File: src/rtl/ascon_serial_host.sv
// Serial host for a bit-serial Ascon hash core: loads a message MSB-first with LFSR
// filler, pulses start, measures start-to-ready latency, then shifts the hash back in.
module ascon_serial_host #(
    parameter int          Y            = 80,
    parameter int          L            = 256,
    parameter int          H            = 256,
    parameter int          START_CYCLES = 3,
    parameter int          GAP_CYCLES   = 2,
    parameter int          TIMEOUT      = 65535,
    parameter logic [31:0] SEED         = 32'hACE1_0001
) (
    input  logic           clk,
    input  logic           rst,
    input  logic           in_valid,
    output logic           in_ready,
    input  logic [Y-1:0]   in_message,
    output logic           out_valid,
    input  logic           out_ready,
    output logic [L-1:0]   out_hash,
    output logic           out_timeout,
    output logic [31:0]    out_cycles,
    output logic [2:0]     core_message,
    output logic [6:0]     core_r64,
    output logic           core_rfault,
    output logic           core_start,
    input  logic           core_hash,
    input  logic           core_ready
);

    localparam int          MAX        = (H >= L && H >= Y) ? H : ((L >= Y) ? L : Y);
    localparam int          IW         = (L > 1) ? $clog2(L) : 1;
    localparam logic [31:0] TAPS       = 32'h8020_0003;
    localparam logic [31:0] SEED_EFF   = (SEED == 32'h0) ? 32'h1 : SEED;
    localparam logic [31:0] LAST_SER   = 32'(MAX - 1);
    localparam logic [31:0] LAST_START = 32'(START_CYCLES - 1);
    localparam logic [31:0] LAST_GAP   = (GAP_CYCLES > 0) ? 32'(GAP_CYCLES - 1) : 32'h0;
    localparam logic [31:0] LAST_WAIT  = 32'(TIMEOUT - 1);
    localparam logic [31:0] L_U        = 32'(L);

    typedef enum logic [2:0] {IDLE, LOAD, START, WAIT, GAP, READ, DONE} state_t;

    localparam state_t AFTER_READY = (GAP_CYCLES == 0) ? READ : GAP;

    function automatic logic [31:0] lfsr_step(input logic [31:0] s);
        return (s >> 1) ^ (s[0] ? TAPS : 32'h0);
    endfunction

    function automatic logic [31:0] sat_inc(input logic [31:0] v);
        return (v == 32'hFFFF_FFFF) ? v : v + 32'd1;
    endfunction

    state_t         state;
    logic [31:0]    idx;
    logic [31:0]    cyc;
    logic [31:0]    lfsr;
    logic [Y-1:0]   msg;
    logic           seen;

    // Core-facing outputs are registered one cycle ahead, so each LOAD cycle i
    // presents message bit Y-1-i and the LFSR state after i advances.
    always_ff @(posedge clk) begin
        if (rst) begin
            state        <= IDLE;
            idx          <= '0;
            cyc          <= '0;
            lfsr         <= SEED_EFF;
            msg          <= '0;
            seen         <= 1'b0;
            in_ready     <= 1'b1;
            out_valid    <= 1'b0;
            out_hash     <= '0;
            out_timeout  <= 1'b0;
            out_cycles   <= '0;
            core_message <= '0;
            core_r64     <= '0;
            core_rfault  <= 1'b0;
            core_start   <= 1'b0;
        end else begin
            case (state)
                IDLE: begin
                    if (in_valid) begin
                        msg          <= in_message << 1;
                        core_message <= {lfsr[1:0], in_message[Y-1]};
                        core_r64     <= lfsr[8:2];
                        core_rfault  <= lfsr[9];
                        lfsr         <= lfsr_step(lfsr);
                        out_hash     <= '0;
                        out_timeout  <= 1'b0;
                        out_cycles   <= '0;
                        in_ready     <= 1'b0;
                        idx          <= '0;
                        state        <= LOAD;
                    end
                end
                LOAD: begin
                    if (idx == LAST_SER) begin
                        core_message <= '0;
                        core_r64     <= '0;
                        core_rfault  <= 1'b0;
                        core_start   <= 1'b1;
                        cyc          <= '0;
                        seen         <= 1'b0;
                        idx          <= '0;
                        state        <= START;
                    end else begin
                        core_message <= {lfsr[1:0], msg[Y-1]};
                        core_r64     <= lfsr[8:2];
                        core_rfault  <= lfsr[9];
                        lfsr         <= lfsr_step(lfsr);
                        msg          <= msg << 1;
                        idx          <= idx + 32'd1;
                    end
                end
                START: begin
                    // Ready seen during the start pulse is latched but the pulse still runs full width.
                    cyc <= sat_inc(cyc);
                    if (core_ready && !seen) begin
                        out_cycles <= cyc;
                        seen       <= 1'b1;
                    end
                    if (idx == LAST_START) begin
                        core_start <= 1'b0;
                        idx        <= '0;
                        state      <= (seen || core_ready) ? AFTER_READY : WAIT;
                    end else begin
                        idx <= idx + 32'd1;
                    end
                end
                WAIT: begin
                    if (core_ready) begin
                        out_cycles <= cyc;
                        idx        <= '0;
                        state      <= AFTER_READY;
                    end else if (cyc >= LAST_WAIT) begin
                        out_timeout <= 1'b1;
                        out_hash    <= '0;
                        out_valid   <= 1'b1;
                        state       <= DONE;
                    end else begin
                        cyc <= sat_inc(cyc);
                    end
                end
                GAP: begin
                    if (idx == LAST_GAP) begin
                        idx   <= '0;
                        state <= READ;
                    end else begin
                        idx <= idx + 32'd1;
                    end
                end
                READ: begin
                    if (idx < L_U)
                        out_hash[idx[IW-1:0]] <= core_hash;
                    if (idx == LAST_SER) begin
                        out_valid <= 1'b1;
                        idx       <= '0;
                        state     <= DONE;
                    end else begin
                        idx <= idx + 32'd1;
                    end
                end
                DONE: begin
                    if (out_ready) begin
                        out_valid <= 1'b0;
                        in_ready  <= 1'b1;
                        state     <= IDLE;
                    end
                end
                default: state <= IDLE;
            endcase
        end
    end

endmodule

File: config.mk
export PLATFORM = sky130hd
export DESIGN_NAME = ascon_serial_host
export DESIGN_NICKNAME = d
export VERILOG_FILES = /design/src/rtl/ascon_serial_host.sv
export SDC_FILE = /design/constraint.sdc
export NUM_CORES = 1
export LEC_CHECK = 0
export ABC_AREA = 1
export CAP_MARGIN = 30
export CELL_PAD_IN_SITES_DETAIL_PLACEMENT = 0
export CELL_PAD_IN_SITES_GLOBAL_PLACEMENT = 1
export CORE_MARGIN = 1
export CORE_UTILIZATION = 38
export CTS_BUF_LIST = sky130_fd_sc_hd__clkbuf_16
export DETAILED_ROUTE_END_ITERATION = 8
export MAX_ROUTING_LAYER = met4
export PLACE_DENSITY_LB_ADDON = 0.1
export SETUP_SLACK_MARGIN = 0.4
export SKIP_LAST_GASP = 1
export SYNTH_ARGS = -nofsm -noshare
export SYNTH_HDL_FRONTEND = slang
export SYNTH_SLANG_ARGS = --single-unit
File: constraint.sdc
create_clock -name clk -period 2.25 [get_ports clk]
set_input_delay 0.45 -clock clk [delete_from_list [all_inputs] [get_ports clk]]
set_output_delay 0.45 -clock clk [all_outputs]
set_load 0.01 [all_outputs]
Word-level counts from Yosys, hierarchy flattened. Cells that the tools add are included.

Bits of input ports: 86. Word-level logic and storage cells: 135. Output and inout bits: 303. Register bits: 483.

Order comparisons: 4. Add/subtract/negate cells: 2. Reductions and logical operators: 27. Equal/unequal tests: 24. Bitwise logic cells: 1. Mux-type cells: 62.

Operators by type and width (number): $mux W256 (4); $pmux W256 S3 (1); $mux W32 (14); $bwmux W256 (1); $pmux W32 S3 (2); $mux W80 (2); $pmux W32 S5 (1); $pmux W80 S2 (1); $add A32 B1 Y32 const B (2); $pmux W32 S2 (1); $mux W3 (11); $eq A32 B1 Y1 const B (1); $eq A32 B2 Y1 const B (1); $eq A32 B32 Y1 const B (1); $eq A32 B8 Y1 const B (1); $ge A32 B16 Y1 const B (1); $lt A32 B9 Y1 const B (1); $xor A31 B32 Y32 (1); $ne A2 B2 Y1 const B (13); $pmux W3 S7 (1); $reduce_and A3 Y1 (5); $mux W7 (2); $pmux W7 S2 (1); $mux W1 (12); other kinds (22) (39).

Longest topological paths before layout. Gate-level depths: netlist of run 1.

Depth after elaboration: 7. Depth in mapped cells: 16.

Worst setup path after synthesis of run 1. OpenSTA, ideal clock, no wires.

Kind: register -> register. Start point: reg idx[1]. End point: reg lfsr[28]. Setup time: 0.116 ns. Required time: 2.134 ns. Data arrival time: 1.799 ns. Cell stages (with the launch flop): 15. Setup slack: 0.336 ns. Cells stage by stage: dfxtp_1 > ha_1 > inv_1 > nor2_1 > inv_2 > nor2_4 > inv_2 > nor2_2 > nand2_2 > nand2_2 > inv_2 > buf_2 > buf_2 > nor2_1 > nor2_1.

Longest elaborated chain between the ends: 3.

Ends and longest elaborated chain: from (decl) (RTL line 53) `logic [31:0] idx;`; from (signal assigned) (RTL line 111) `idx <= idx + 32'd1;`; from (signal assigned) (RTL line 126) `idx <= idx + 32'd1;`; from (signal assigned) (RTL line 148) `idx <= idx + 32'd1;`; $eq A32 B8 Y1 (RTL line 96) `if (idx == LAST_SER) begin`; $ne A2 B2 Y1 (no line); $reduce_and A3 Y1 (no line); to (signal assigned) (RTL line 86) `lfsr <= lfsr_step(lfsr);`; to (signal assigned) (RTL line 109) `lfsr <= lfsr_step(lfsr);`; to (decl) (RTL line 55) `logic [31:0] lfsr;`.

No other way between the ends. A chain may end at the register's enable or synchronous reset.

Worst setup path after layout of run 1.
Start point: reg idx[16]. End point: reg out_hash[209].

Longest elaborated chain between the ends: 3.

Ends and longest elaborated chain: $lt A32 B9 Y1 (RTL line 152) `if (idx < L_U)`; $ne A2 B2 Y1 (no line); $reduce_and A5 Y1 (no line); to (signal, indexed assignment) (RTL line 153) `out_hash[idx[IW-1:0]] <= core_hash;`; to (decl) (RTL line 19) `output logic [L-1:0] out_hash,`.

No other way between the ends.

==> results of run 1 <==
logic make-up (layout without fill, tap and decap cells):
family / count (synthesis) / after routing / synth area share
AND/OR/NAND/NOR: 2664 / 2665 / 0.433
buffers and inverters: 912 / 1599 / 0.141
flip-flops: 482 / 482 / 0.370
AO/OA/AOI/OAI: 223 / 223 / 0.0441
XOR/XNOR: 30 / 30 / 0.0101
adder cells (fa/ha/maj): 6 / 6 / 0.00288
other: 0 / 2 / 0
power by group through the flow:
stage | combinational, µW | sequential, µW | clock [µW]
finish | 25600 | 10000 | 9020
global route | 26900 | 10100 | 9530
CTS | 21200 | 10000 | 9190
detailed placement | 12200 | 10100 | 0
global placement | 12200 | 10100 | 0
floorplan | 8210 | 10100 | 0
path summary, 6_finish.rpt:
check,slack [ns],endpoint,startpoint
hold / removal,0.27,lfsr[26],rst
setup / recovery,0.02,out_hash[209],idx[16]
setup reg to reg,0.02,out_hash[209],idx[16]
hold reg to reg,0.45,lfsr[23],lfsr[24]
cells in the final DEF, fill, tap and decap left out, drive strengths merged:
master            n
or2               1
clkinv           30
o21ai           110
and3              1
diode             2
dfxtp           482
nor3             20
nand2          1102
o21bai            2
inv             634
clkdlybuf4s15     1
nor2            872
dlygate4sd2     302
bufbuf            4
nand4           270
xor2             16
nand3b            2
nand3           394
o311ai            1
a21o              1
nor4              2
xnor2            14
clkbuf          109
buf             433
a21oi           105
clkdlybuf4s50    84
bufinv            2
o211ai            4
ha                6
nor3b             1
metal layers:
layer  GRT usage  part of all wire  up-vias  wire, µm
li1            -                 -    14800         -
met1       0.369              0.42    13900     45700
met2       0.487              0.48      975     51900
met3      0.0458             0.068      210      7430
met4       0.102             0.036        0      3890
met5           -                 0        -         0
layout make-up:
cell class | count | area, µm² | share of cell area
Multi-Input combinational cell | 2924 | 13900 | 0.346
Timing Repair Buffer | 872 | 11400 | 0.284
Sequential cell | 482 | 9690 | 0.241
Inverter | 620 | 2360 | 0.0585
Clock buffer | 61 | 1530 | 0.0379
Tap cell | 873 | 1090 | 0.0271
Clock inverter | 46 | 250 | 0.00622
Antenna cell | 2 | 5.00 | 0.000124
worst register-to-register path: cells and delay by family, from the launching register on:
kind            cells  cell delay, ns
buf+inv             8            1.03
compound gates      1            0.16
simple gates        7            0.63
flops               1            0.33
metrics by stage:
stage               setup TNS, ns  cell area (µm²)  instances  setup WS, ns
floorplan                       0            26200       4317         0.374
global placement           -11.62            32100       5502       -0.0840
detailed placement         -17.55            32100       5502        -0.122
CTS                             0            37900       5798         0.107
global route                -4.18            40300       5880       -0.0890
finish                          0            40300       5880        0.0191
registers in the layout (all words and copies together) (netlist names), 3 cells and up:
name and flops:
core_message 3, out_hash 256, cyc 32, idx 32, msg 79, lfsr 32, core_r64 7, state 3
out_cycles 32
what timing repair did:
item                       CTS  global route
setup endpoints to repair  770           480
gates cloned                77            55
buffers inserted           112            25
resized for setup          635           187
pin swaps                   85           290
==> impl_metrics.json, run 1 <==
{
  "synth_common_cells": "nand2_1 (1095), nor2_1 (862), inv_1 (605)",
  "grt_setup_unrepaired": "true",
  "cts_hold_buffers": 0,
  "ys_ff_latch": 482,
  "htreeDepth": 2,
  "track_usage": 0.297,
  "finClkSkew_ns": 0.0370,
  "syn_area_per_cell_um2": 6.05,
  "antenna_found_initial": 2,
  "yosysMostFrequentCell": "nand2_1",
  "status": "completed",
  "maxSlewViolCount": 0,
  "synth.area.top_cells": "dfxtp_1 (37%), nand2_1 (16%), nor2_1 (12%)",
  "synth_top_cell_by_area": "dfxtp_1",
  "p_int_uw": 27300,
  "irDropWorstVdd_uv": 721,
  "critPathArrivalTime_ns": 2.80,
  "critPathKind": "reg -> reg",
  "via_per_inst": 5.07,
  "clk_latency_ns": 0.64,
  "overflow": 0,
  "worst-path-buf-inv": 8,
  "grt_pass1_vias": 27300,
  "die_w_um": 264,
  "p_clk_frac": 0.202,
  "finalCritPeriodShare": 0.992,
  "layout_min_cycle_time_ns": 2.23,
  "place.gp.congestion": 0.853,
  "yosysWarnings": 0,
  "hold_violations": 0,
  "wl_per_cell_um": 18.5,
  "cp.required_ns": 2.82,
  "max-cap-violations": 0,
  "ys.flop_type": "dfxtp_1",
  "switchingPower_uw": 17300,
  "finalSetupViolCount": 0,
  "fin_util": 0.596,
  "die_area_mm2": 0.0697,
  "synth_cell_type_count": 36,
  "max_stage_delay_ns": 0.33,
  "cp_slowest_cell": "dfxtp_2",
  "synth_edf_count": 0,
  "min_delay_path_depth": 3,
  "swShare": 0.387,
  "reg2reg_depth": 16,
  "hold_class": "in -> reg",
  "drt_iter0_drc": 2301,
  "wl_mm": 109,
  "cellLeakagePower_uw": 0.0180,
  "crit_path_frequent_cell": "buf_12",
  "top_level_ports": 389,
  "synthToLayoutAreaGrowth_pct": 54.2,
  "n_fill_cell": 6386,
  "clkTransAtPathRegs_ns": 0.06,
  "max_freq_mhz": 448,
  "row_count": 95,
  "comb_power_share": 0.573,
  "firstDrtPassIters": 8,
  "synth_seq_area_share": 0.370,
  "die_y_um": 264,
  "async_reset_ff_frac": 0,
  "synth_nets": 4409,
  "cpLargestDelayFamily": "buffers and inverters",
  "crit_chain": "nor2_2 -> nand2_2 -> nor2_4 -> buf_6 -> nand3_4 -> buf_6 -> a21oi_4 -> buf_12 -> buf_16 -> buf_12 -> buf_12 -> clkbuf_16 -> nand3_2 -> nand2_1 -> inv_1 -> nor2_1",
  "cts.sinks": 482,
  "power.total_uw": 44600,
  "power_frac_seq": 0.224,
  "dpl.hpwl_mm": 59.1,
  "ant_nets": 0,
  "critPathLaunchType": "register",
  "drive_gt1_frac": 0.170,
  "cts_tree": "yes",
  "nNetsFinal": 5051,
  "cts_buffer_depth": 3,
  "start_util": 0.387,
  "critPathCaptureType": "register",
  "core_area_mm2": 0.0675,
  "p_per_area_mw_per_mm2": 1110,
  "cts_buffers": 59,
  "dr_total_vias": 29800,
  "worstPathMaxFanout": 7,
  "synth_top_cell_area_share": 0.370,
  "port_buffers": 388,
  "relSlewSlack": 0.539,
  "netlist_area_mm2": 0.0261,
  "cp.depth": 16,
  "grt_first_pass_wirelength_mm": 159,
  "worst_pin_slew_ns": 0.690,
  "drc": 0,
  "whs_ns": 0.270,
  "synth_cells": 4317,
  "grt_max_degree": 96,
  "cts-root-buf": "clkbuf_16"
}
Note: power is estimated with default switching activity, not from simulation.
==> run 2: changes to the inputs <==
--- a/config.mk
+++ b/config.mk
@@ -13,8 +13,9 @@
 export CORE_UTILIZATION = 38
 export CTS_BUF_LIST = sky130_fd_sc_hd__clkbuf_16
 export DETAILED_ROUTE_END_ITERATION = 8
+export GPL_TIMING_DRIVEN = 0
 export MAX_ROUTING_LAYER = met4
-export PLACE_DENSITY_LB_ADDON = 0.1
+export PLACE_DENSITY = 0.93
 export SETUP_SLACK_MARGIN = 0.4
 export SKIP_LAST_GASP = 1
 export SYNTH_ARGS = -nofsm -noshare
==> run 2 against run 1 <==
Worst hold slack better by 0.15 ns; final cell count is 2.1% lower; clock power is 7.4% higher; non-clock buffer count is 116 lower; sequential power hardly changed; largest power group unchanged; first-iteration DRC count is 22% higher; clock-buffer cell count is 5 lower; utilization is 6.6 points lower; register-to-register slack better by 0.09 ns; worst setup slack better by 0.093 ns; sequential share of layout area is 3.1 points higher; cell area is 11% lower.
==> impl_metrics.json, run 2 (synthesis gave the netlist of run 1 again) <==
{
  "worstPathMaxFanout": 10,
  "start_util": 0.387,
  "hold_violations": 0,
  "core_area_mm2": 0.0675,
  "htreeDepth": 2,
  "antenna_found_initial": 0,
  "place.gp.congestion": 0.934,
  "hold_class": "in -> reg",
  "cp_slowest_cell": "clkbuf_2",
  "max_flop_register": "out_hash",
  "place_ws_ns": -0.893,
  "final_cell_mix": "nand2_1 (1077), nor2_1 (841), inv_1 (602), dfxtp_1 (443), clkdlybuf4s50_1 (386)",
  "maxSlewViolCount": 0,
  "finClkSkew_ns": 0.0297,
  "cts_buffers": 56,
  "layout_min_cycle_time_ns": 2.14,
  "largest_registers": "out_hash (256), msg (79)",
  "grt_first_pass_wirelength_mm": 142,
  "firstDrtPassIters": 6,
  "via_per_inst": 4.99,
  "critPathArrivalTime_ns": 2.69,
  "final_common_cell": "nand2_1",
  "irDropWorstVdd_uv": 668,
  "fin_tns_setup_ns": 0,
  "max-cap-violations": 0,
  "critPathCaptureType": "register",
  "top_level_ports": 389,
  "cts-root-buf": "clkbuf_16",
  "worst_pin_slew_ns": 0.972,
  "clk_latency_ns": 0.63,
  "grt_setup_unrepaired": "true",
  "port_buffers": 387,
  "die_area_mm2": 0.0697,
  "cts.sinks": 482,
  "critPathLaunchType": "register",
  "relSlewSlack": 0.352,
  "cp.required_ns": 2.80,
  "finalSetupViolCount": 0,
  "p_per_area_mw_per_mm2": 1020,
  "crit_chain": "buf_6 -> nor2_4 -> nand2_1 -> clkbuf_2 -> nor2_1 -> nand3_1 -> nand2_1 -> inv_1 -> nor2_1",
  "critPathKind": "reg -> reg",
  "nNetsFinal": 4931,
  "cellLeakagePower_uw": 0.0142,
  "drt_iter0_drc": 2796,
  "setup_slack_ns": 0.112,
  "drc": 0,
  "die_y_um": 264,
  "max_stage_delay_ns": 0.46,
  "clkTransAtPathRegs_ns": 0.06,
  "worst-path-buf-inv": 3,
  "antenna_cells": 0,
  "status": "completed",
  "design_area_mm2": 0.0358,
  "dr_total_vias": 28700,
  "wl_per_cell_um": 16.4,
  "finalCritPeriodShare": 0.950,
  "die_w_um": 264,
  "grt_pass1_vias": 25700,
  "row_count": 95,
  "max_freq_mhz": 468,
  "grt_max_degree": 15,
  "overflow": 0,
  "cts_hold_buffers": 0,
  "wl_mm": 94.4,
  "largest_reg_flops": 256,
  "ant_nets": 0,
  "cpLargestDelayFamily": "simple AND/OR/NAND/NOR gates",
  "cts_buffer_depth": 3,
  "drive_gt1_frac": 0.107,
  "dpl.hpwl_mm": 65.5,
  "synthToLayoutAreaGrowth_pct": 37.1,
  "placed_area_mm2": 0.0313,
  "track_usage": 0.262,
  "cts_tree": "yes"
}
==> run 2: cell count changes in the layout (fill, tap and decap cells not counted), sizes merged <==
cell / previous run / this run
clkinv: 30 / 23
clkbuf: 109 / 217
buf: 433 / 208
clkdlybuf4s15: 1 / 0
inv: 634 / 626
clkinvlp: 0 / 7
bufbuf: 4 / 0
diode: 2 / 0
nand2: 1102 / 1101
dlygate4sd2: 302 / 1
bufinv: 2 / 11
clkdlybuf4s50: 84 / 386
==> run 2: through the flow <==
stage / hold slack [ns] / util / power [µW] / instances
after CTS: 0.387 / 0.509 / 33500 / 5713
after global placement: 0.446 / 0.461 / 21700 / 5577
after global routing: 0.426 / 0.530 / 38500 / 5757
after detailed placement: 0.451 / 0.463 / 21800 / 5587
after floorplan: 0.425 / - / 18300 / 4317
final: 0.420 / 0.530 / 36600 / 5757
==> run 2: report_power, final <==
group	internal (µW)	switching [µW]
Sequential	9480	549
Combinational	7090	9810
Clock	5790	3900
==> run 2: cell type report <==
type | count | area (µm²)
Tap cell | 873 | 1090
Fill cell | 6746 | 31700
Inverter | 620 | 2340
Buffer | 292 | 2280
Multi-Input combinational cell | 2923 | 13300
Clock inverter | 47 | 529
Sequential cell | 482 | 9730
Clock buffer | 56 | 1400
Timing Repair Buffer | 464 | 5150
==> run 2: tightest hold or removal path: stages <==
cell             delay [ns]
clkdlybuf4s50_1        0.39
nand3_1                0.08
a21oi_1                0.06
==> run 2: routing by layer <==
layer / part of all wire / GRT usage
met3: 0.075 / 0.0438
met4: 0.035 / 0.0866
met2: 0.45 / 0.416
met1: 0.44 / 0.336
met5: 0 / -
==> run 2: worst paths after layout <==
check,startpoint,end,slack [ns],depth (start not counted)
max,idx[3],out_hash[227],0.11,9
min,in_message[0],msg[1],0.42,3
max reg2reg,idx[3],out_hash[227],0.11,9
min reg2reg,out_cycles[0],out_cycles[0],0.46,2
==> run 2: what timing repair did <==
item                                    CTS  global route
pin swaps                                12            65
endpoints found under the setup margin  783           779
setup buffers                            22            11
gates cloned                              1            33
gates resized for setup                 311           176
